## src/rtl/obj_pkg.sv

```systemverilog
// obj_pkg: shared screen/sprite constants and blitter state encoding
package obj_pkg;
    localparam int OBJ_SIZE = 32;
    localparam int SCREEN_W = 640;
    localparam int SCREEN_H = 480;
    typedef enum logic [2:0] {IDLE, FETCH, EMIT, WRITE, DONE} blit_state_t;
endpackage

```

## src/rtl/obj_clip.sv

```systemverilog
// obj_clip: local-to-global pixel mapping with an on-screen test (11-bit sums, no wrap)
module obj_clip #(
    parameter int SCREEN_W = obj_pkg::SCREEN_W,
    parameter int SCREEN_H = obj_pkg::SCREEN_H
) (
    input  logic [9:0] pos_x,
    input  logic [9:0] pos_y,
    input  logic [4:0] lx,
    input  logic [4:0] ly,
    output logic [9:0] gx,
    output logic [9:0] gy,
    output logic       on_screen
);
    logic [10:0] sx, sy;
    assign sx = {1'b0, pos_x} + {6'b0, lx};
    assign sy = {1'b0, pos_y} + {6'b0, ly};
    assign gx = sx[9:0];
    assign gy = sy[9:0];
    assign on_screen = (sx < 11'(SCREEN_W)) && (sy < 11'(SCREEN_H));
endmodule

```

## src/rtl/obj_blitter.sv

```systemverilog
// obj_blitter: raster-walks a 32x32 sprite and issues clipped framebuffer writes; optional colour key via TRANSPARENCY_EN
module obj_blitter #(
    parameter int OBJ_SIZE          = obj_pkg::OBJ_SIZE,
    parameter int SCREEN_W          = obj_pkg::SCREEN_W,
    parameter int SCREEN_H          = obj_pkg::SCREEN_H,
    parameter int COLOR_W           = 3,
    parameter int TRANSPARENT_COLOR = 0
) (
    input  logic               clk,
    input  logic               reset,
    input  logic               start,
    input  logic [9:0]         obj_x_pos,
    input  logic [9:0]         obj_y_pos,
    output logic               busy,
    output logic               done,
    output logic [4:0]         sprite_x,
    output logic [4:0]         sprite_y,
    input  logic [COLOR_W-1:0] sprite_data,
    output logic               wr_valid,
    input  logic               wr_ready,
    output logic [9:0]         wr_x,
    output logic [9:0]         wr_y,
    output logic [COLOR_W-1:0] wr_color
);
    import obj_pkg::*;
    localparam logic [4:0] LAST = 5'(OBJ_SIZE - 1);
    blit_state_t state, state_n;
    logic [9:0] px, py, gx, gy;
    logic [4:0] lx, ly;
    logic on_screen, visible, last, adv;

    obj_clip #(.SCREEN_W(SCREEN_W), .SCREEN_H(SCREEN_H)) u_clip (
        .pos_x(px), .pos_y(py), .lx(lx), .ly(ly),
        .gx(gx), .gy(gy), .on_screen(on_screen)
    );

`ifdef TRANSPARENCY_EN
    assign visible = on_screen && (sprite_data != COLOR_W'(TRANSPARENT_COLOR));
`else
    assign visible = on_screen;
`endif
    assign last     = (lx == LAST) && (ly == LAST);
    assign adv      = (state == EMIT && !visible) || (state == WRITE && wr_ready);
    assign busy     = state != IDLE;
    assign done     = state == DONE;
    assign wr_valid = state == WRITE;
    assign sprite_x = lx;
    assign sprite_y = ly;

    // next-state: one fetch/emit pair per pixel, a write stall only for visible pixels
    always_comb begin
        state_n = state;
        case (state)
            IDLE:    state_n = start ? FETCH : IDLE;
            FETCH:   state_n = EMIT;
            EMIT:    state_n = visible ? WRITE : (last ? DONE : FETCH);
            WRITE:   state_n = wr_ready ? (last ? DONE : FETCH) : WRITE;
            default: state_n = IDLE;
        endcase
    end

    // state, latched position, raster counters and the registered write payload
    always_ff @(posedge clk) begin
        if (reset) begin
            state    <= IDLE;
            px       <= '0;
            py       <= '0;
            lx       <= '0;
            ly       <= '0;
            wr_x     <= '0;
            wr_y     <= '0;
            wr_color <= '0;
        end else begin
            state <= state_n;
            if (state == IDLE && start) begin
                px <= obj_x_pos;
                py <= obj_y_pos;
                lx <= '0;
                ly <= '0;
            end
            if (adv) begin
                lx <= (lx == LAST) ? 5'd0 : lx + 5'd1;
                if (lx == LAST) ly <= (ly == LAST) ? 5'd0 : ly + 5'd1;
            end
            if (state == EMIT && visible) begin
                wr_x     <= gx;
                wr_y     <= gy;
                wr_color <= sprite_data;
            end
        end
    end
endmodule

```

## config.mk

```make
export PLATFORM = sky130hd
export DESIGN_NAME = obj_blitter
export DESIGN_NICKNAME = d
export VERILOG_FILES = /design/src/rtl/obj_pkg.sv /design/src/rtl/obj_clip.sv /design/src/rtl/obj_blitter.sv
export SDC_FILE = /design/constraint.sdc
export NUM_CORES = 1
export LEC_CHECK = 0
export CAP_MARGIN = 20
export CORE_ASPECT_RATIO = 0.5
export CORE_MARGIN = 8
export CORE_UTILIZATION = 54
export CTS_CLUSTER_SIZE = 12
export DETAILED_ROUTE_END_ITERATION = 6
export PLACE_DENSITY = 0.83
export REMOVE_ABC_BUFFERS = 1
export SLEW_MARGIN = 20
export SYNTH_ARGS = -nofsm -noshare
export SYNTH_HDL_FRONTEND = slang
export SYNTH_HIERARCHICAL = 1
export SYNTH_SLANG_ARGS = --single-unit
```

## constraint.sdc

```tcl
create_clock -name clk -period 5.3 [get_ports clk]
set_clock_uncertainty 0.15 [all_clocks]
set_input_delay 0.53 -clock clk [delete_from_list [all_inputs] [get_ports clk]]
set_output_delay 0.53 -clock clk [all_outputs]
set_load 0.005 [all_outputs]
```

==> impl_metrics.json, run 1 <==
{
  "cp-start-kind": "flop",
  "async_flop_share": 0,
  "numCtsBuffers": 5,
  "wire_per_inst_microns": 15.1,
  "setup.worst_path.class": "flop to flop",
  "clk-insertion-delay-late_ns": 0.32,
  "synthTopCellsByCount": "nand2_1, dfxtp_1, a21oi_1",
  "min_period_over_period": 0.673,
  "tns_ns": 0,
  "nets": 457,
  "gp_congestion": 0.840,
  "combPwrFrac": 0.143,
  "die_area_sq_um": 7910,
  "required_ns": 5.39,
  "synth_top_area_frac": 0.399,
  "io_pins": 63,
  "p_clk_frac": 0.333,
  "peakVddDrop_uv": 133,
  "antennaDiodeCount": 0,
  "hold_class": "flop to flop",
  "die_w_microns": 118,
  "core_area_sq_um": 4980,
  "cts.sinks": 56,
  "die_height_microns": 67,
  "switching_share": 0.271,
  "syn_inst": 361,
  "vias_per_cell": 5.52,
  "yosysMostFrequentCell": "nand2_1",
  "vias": 2679,
  "yosysWarnings": 6,
  "synth_seq_cells": 56,
  "drc": 0,
  "root_buffer": "clkbuf_8",
  "final_hold_viol_count": 0,
  "area_growth_pct": 26.9,
  "p_sw_mw": 0.237,
  "post-place-cells": 477,
  "grt_usage": 0.185,
  "drive_gt1_frac": 0.0361,
  "cts_hold_buf": 0,
  "place_hpwl_mm": 5.15,
  "synth.top_cells.by_area": "dfxtp_1, nand2_1, a21oi_1",
  "maxCapViolations": 0,
  "total_power_mw": 0.874,
  "grt_max_degree": 59,
  "synth_edf_count": 0,
  "cts_tree": "yes",
  "syn_area_per_cell_sq_um": 7.78,
  "synth_ff_type": "dfxtp_1",
  "io_buffers": 62,
  "grt_antenna_before_repair": 0,
  "htreeDepth": 2,
  "status": "completed",
  "p_leak_nw": 1.34,
  "synth.largest_area_cell": "dfxtp_1",
  "clockBufferDepth": 2,
  "grt_overflow_total": 0,
  "ys_seq_area_frac": 0.399,
  "p_int_mw": 0.637,
  "cts_resized": 0,
  "grt_setup_unrepaired": "false",
  "grt_pass1_wl_mm": 12.0,
  "maxSlewHeadroom": 0.315,
  "postCtsSetupBuffers": 0,
  "powerDensity_nw_per_um2": 245,
  "post-route-util": 0.716,
  "clkSlewWorstSetupHoldPaths_ns": 0.11,
  "synthesis.area_sq_um": 2810,
  "critPathCaptureType": "flop",
  "worstPathMaxFanout": 23,
  "fmax_ghz": 0.280,
  "drtPass1Iterations": 4,
  "setup_viol": 0,
  "finalWirelength_mm": 7.34,
  "first_global_vias": 2577,
  "drv_slew": 0,
  "arrival_ns": 3.66,
  "ys_types": 47,
  "rows": 18,
  "initial_core_util": 0.564,
  "drtIter0Drc": 190,
  "ant_nets": 0,
  "seq_power_share": 0.524,
  "finalNonFillerCells": 485,
  "min_period_ns": 3.57,
  "worst_slew_pin_slew_ns": 1.03
}
## per-stage QoR
step	instance area (sq um)	setup slack, ns	hold slack [ns]
final	3570	1.73	0.311
after floorplan	2740	2.43	0.285
after CTS	3570	1.81	0.314
after global routing	3570	1.51	0.328
after global placement	3450	2.01	0.292
after detailed placement	3450	1.82	0.299
## registers in the layout, indices dropped and copies added, names as in the netlist
name	count
state	3
px	10
py	10
wr_x	10
sprite_x	5
wr_y	10
wr_color	3
sprite_y	5
## cells in the final DEF (no fill, tap or decap), drive strengths merged, types with 3 or more instances in the layout
master,synthesis,final
a21oi,57,57
nand2,103,103
clkdlybuf4s50,0,61
and3,3,3
nand3,15,15
xnor2,10,10
clkbuf,10,6
nand2b,5,5
ha,14,14
o21ai,9,9
nor2,14,14
nor2b,5,5
nor3,4,4
nand4,5,5
inv,8,9
dfxtp,56,56
xor2,6,6
## critical path: stages, from the launching register on
cell and delay [ns]:
dfxtp_1 0.44, ha_1 0.20, inv_1 0.05, fa_1 0.40, nor2b_1 0.17, nor3_1 0.10, o21bai_2 0.23, xnor2_1 0.14
o21ai_1 0.10, a21oi_2 0.20, nor2b_1 0.23, and2_1 0.75, nand2_1 0.15, a21oi_1 0.17
## cells by family (layout without fill, tap and decap cells)
kind of cell    Yosys count  count (layout)  share of synthesized area
simple gates            167             167                      0.270
compound gates           80              80                      0.163
flops                    56              56                      0.399
buf+inv                  25              79                     0.0370
fa+ha+maj                16              16                     0.0766
xor+xnor                 16              16                     0.0499
mux                       1               1                    0.00356
## final timing paths
path / slack, ns / to / cells after the start / start
min: 0.31 / wr_color[2]$_SDFFE_PP0P_ / 2 / wr_color[2]$_SDFFE_PP0P_
max: 1.73 / wr_y[3]$_SDFFE_PP0P_ / 13 / sprite_y[0]$_SDFF_PP0_
min reg2reg: 0.31 / wr_color[2]$_SDFFE_PP0P_ / 2 / wr_color[2]$_SDFFE_PP0P_
max reg2reg: 1.73 / wr_y[3]$_SDFFE_PP0P_ / 13 / sprite_y[0]$_SDFF_PP0_
## power by group through the flow
stage                     combinational (mW)  clock, mW  sequential [mW]
after floorplan                       0.0648          0            0.463
after detailed placement               0.123          0            0.468
after global placement                 0.119          0            0.466
final                                  0.125      0.291            0.458
after global routing                   0.137      0.314            0.461
after CTS                              0.124      0.298            0.458
## cell type report
type	count	area, sq um
Inverter	8	30.0
Tap cell	70	87.6
Timing Repair Buffer	63	623
Fill cell	398	1410
Clock inverter	2	38.8
Multi-Input combinational cell	280	1590
Sequential cell	56	1120
Clock buffer	6	72.6
## per-layer routing
metal  vias up  wire length [microns]  track usage
met5         -                      0            0
met4         0                     87       0.0727
met3         7                    514       0.0472
met2        98                   3580        0.335
met1      1247                   3150        0.210
li1       1327                      -            -
(Power assumes the default switching activity.)
==> run 2: changes to the inputs <==
--- a/config.mk
+++ b/config.mk
@@ -8,10 +8,10 @@
 export CAP_MARGIN = 20
 export CORE_ASPECT_RATIO = 0.5
 export CORE_MARGIN = 8
-export CORE_UTILIZATION = 54
+export CORE_UTILIZATION = 50
 export CTS_CLUSTER_SIZE = 12
 export DETAILED_ROUTE_END_ITERATION = 6
-export PLACE_DENSITY = 0.83
+export PLACE_DENSITY = 0.77
 export REMOVE_ABC_BUFFERS = 1
 export SLEW_MARGIN = 20
 export SYNTH_ARGS = -nofsm -noshare
==> constraint.sdc (replaced) <==
create_clock -name clk -period 3.6 [get_ports clk]
set_clock_uncertainty 0.15 [all_clocks]
set_input_delay 0.36 -clock clk [delete_from_list [all_inputs] [get_ports clk]]
set_output_delay 0.36 -clock clk [all_outputs]
set_load 0.005 [all_outputs]
==> run 2 against run 1 <==
  * Sequential cell count is the same
  * Die area rose by 6.5%
  * Highest routed layer unchanged
  * Global-route usage fell by 2.3 points
  * Cell count is 1.4% higher
==> impl_metrics.json, run 2 (same netlist as run 1, synthesis figures left out) <==
{
  "critPathCaptureType": "flop",
  "setup.worst_path.class": "flop to flop",
  "cts_tree": "yes",
  "area_growth_pct": 28.7,
  "final_hold_viol_count": 0,
  "rows": 19,
  "worstPathMaxFanout": 7,
  "die_w_microns": 122,
  "core_area_sq_um": 5440,
  "nets": 461,
  "grt_setup_unrepaired": "false",
  "initial_core_util": 0.516,
  "layout_commonest_cell": "nand2_1",
  "clkSlewWorstSetupHoldPaths_ns": 0.10,
  "io_pins": 63,
  "status": "completed",
  "worst_slew_pin_slew_ns": 1.00,
  "maxSlewHeadroom": 0.331,
  "cts_resized": 0,
  "drtPass1Iterations": 4,
  "fillers": 505,
  "ant_nets": 0,
  "postCtsSetupBuffers": 0,
  "vias_per_cell": 5.29,
  "root_buffer": "clkbuf_8",
  "grt_pass1_wl_mm": 11.5,
  "drc": 0,
  "worst_slack_ns": 0.396,
  "grt_max_degree": 59,
  "peakVddDrop_uv": 233,
  "drv_slew": 0,
  "die_area_sq_um": 8420,
  "fmax_ghz": 0.312,
  "drtIter0Drc": 153,
  "place_hpwl_mm": 5.18,
  "p_leak_nw": 1.37,
  "gp_congestion": 0.842,
  "die_height_microns": 69,
  "clk-insertion-delay-late_ns": 0.32,
  "setup_viol": 0,
  "post-route-util": 0.664,
  "htreeDepth": 2,
  "cts.sinks": 56,
  "grt_overflow_total": 0,
  "grt_antenna_before_repair": 0,
  "vias": 2601,
  "arrival_ns": 3.25,
  "tns_ns": 0,
  "drive_gt1_frac": 0.0477,
  "wire_per_inst_microns": 14.0,
  "clockBufferDepth": 2,
  "cts_hold_buf": 0,
  "finalWirelength_mm": 6.87,
  "io_buffers": 62,
  "min_period_over_period": 0.890,
  "grt_usage": 0.162,
  "first_global_vias": 2526,
  "maxCapViolations": 0,
  "total_power_mw": 1.31,
  "powerDensity_nw_per_um2": 362,
  "numCtsBuffers": 5,
  "min_period_ns": 3.20,
  "dp_slack_ns": 0.482,
  "required_ns": 3.64,
  "hold_class": "flop to flop",
  "cp-start-kind": "flop",
  "antennaDiodeCount": 0,
  "layout_common_cells": "nand2_1, clkdlybuf4s50_1, dfxtp_1"
}
==> run 2: cell types whose count changed in the layout (fill, tap and decap cells not counted), sizes merged <==
cell	delta
buf	+4
clkbuf	+1
inv	-1
==> run 2: worst paths after layout <==
path,to,startpoint,slack (ns),cells after the start
hold reg to reg,wr_x[6]$_SDFFE_PP0P_,wr_x[6]$_SDFFE_PP0P_,0.31,2
setup / recovery,sprite_y[0]$_SDFF_PP0_,sprite_y[0]$_SDFF_PP0_,0.40,13
setup reg to reg,sprite_y[0]$_SDFF_PP0_,sprite_y[0]$_SDFF_PP0_,0.40,13
hold / removal,wr_x[6]$_SDFFE_PP0P_,wr_x[6]$_SDFFE_PP0P_,0.31,2
==> run 2: per-stage QoR <==
stage          cell area, sq um  instances  hold WS [ns]
5_1_grt                    3610        492         0.330
6_report                   3610        492         0.308
4_1_cts                    3610        492         0.313
3_5_place_dp               3490        484         0.298
2_1_floorplan              2740        344         0.279
3_3_place_gp               3490        484         0.291
==> run 2: worst max-delay path, cell delays in order, from the launching register on <==
cell      delay, ns
dfxtp_1        0.44
ha_1           0.21
inv_1          0.05
fa_1           0.40
nor2b_1        0.17
nor3_1         0.09
o21bai_2       0.22
xnor2_1        0.14
o21ai_1        0.09
a21oi_2        0.19
or2b_1         0.33
a311oi_1       0.40
nand2_1        0.11
o41ai_1        0.08
==> run 2: report_power, final <==
part,internal (mW),switching [mW]
sequential,0.645,0.0290
clock,0.246,0.203
combinational,0.0875,0.0992
==> run 2: layer usage <==
layer	track usage	wire length [microns]	vias up
li1	-	-	1337
met1	0.200	3220	1195
met2	0.275	3220	60
met3	0.0366	332	9
met4	0.0461	85	0
met5	0	0	-
==> run 2: area by class of cell <==
| class | count | area [sq um] | share of cell area |
|---|---|---|---|
| clock buffer | 7 | 96.3 | 0.0267 |
| clock inverter | 1 | 30.0 | 0.00831 |
| inverter | 8 | 30.0 | 0.00831 |
| multi-input combinational | 280 | 1590 | 0.441 |
| sequential | 56 | 1120 | 0.310 |
| tap | 73 | 91.3 | 0.0253 |
| timing repair buffer | 67 | 653 | 0.181 |
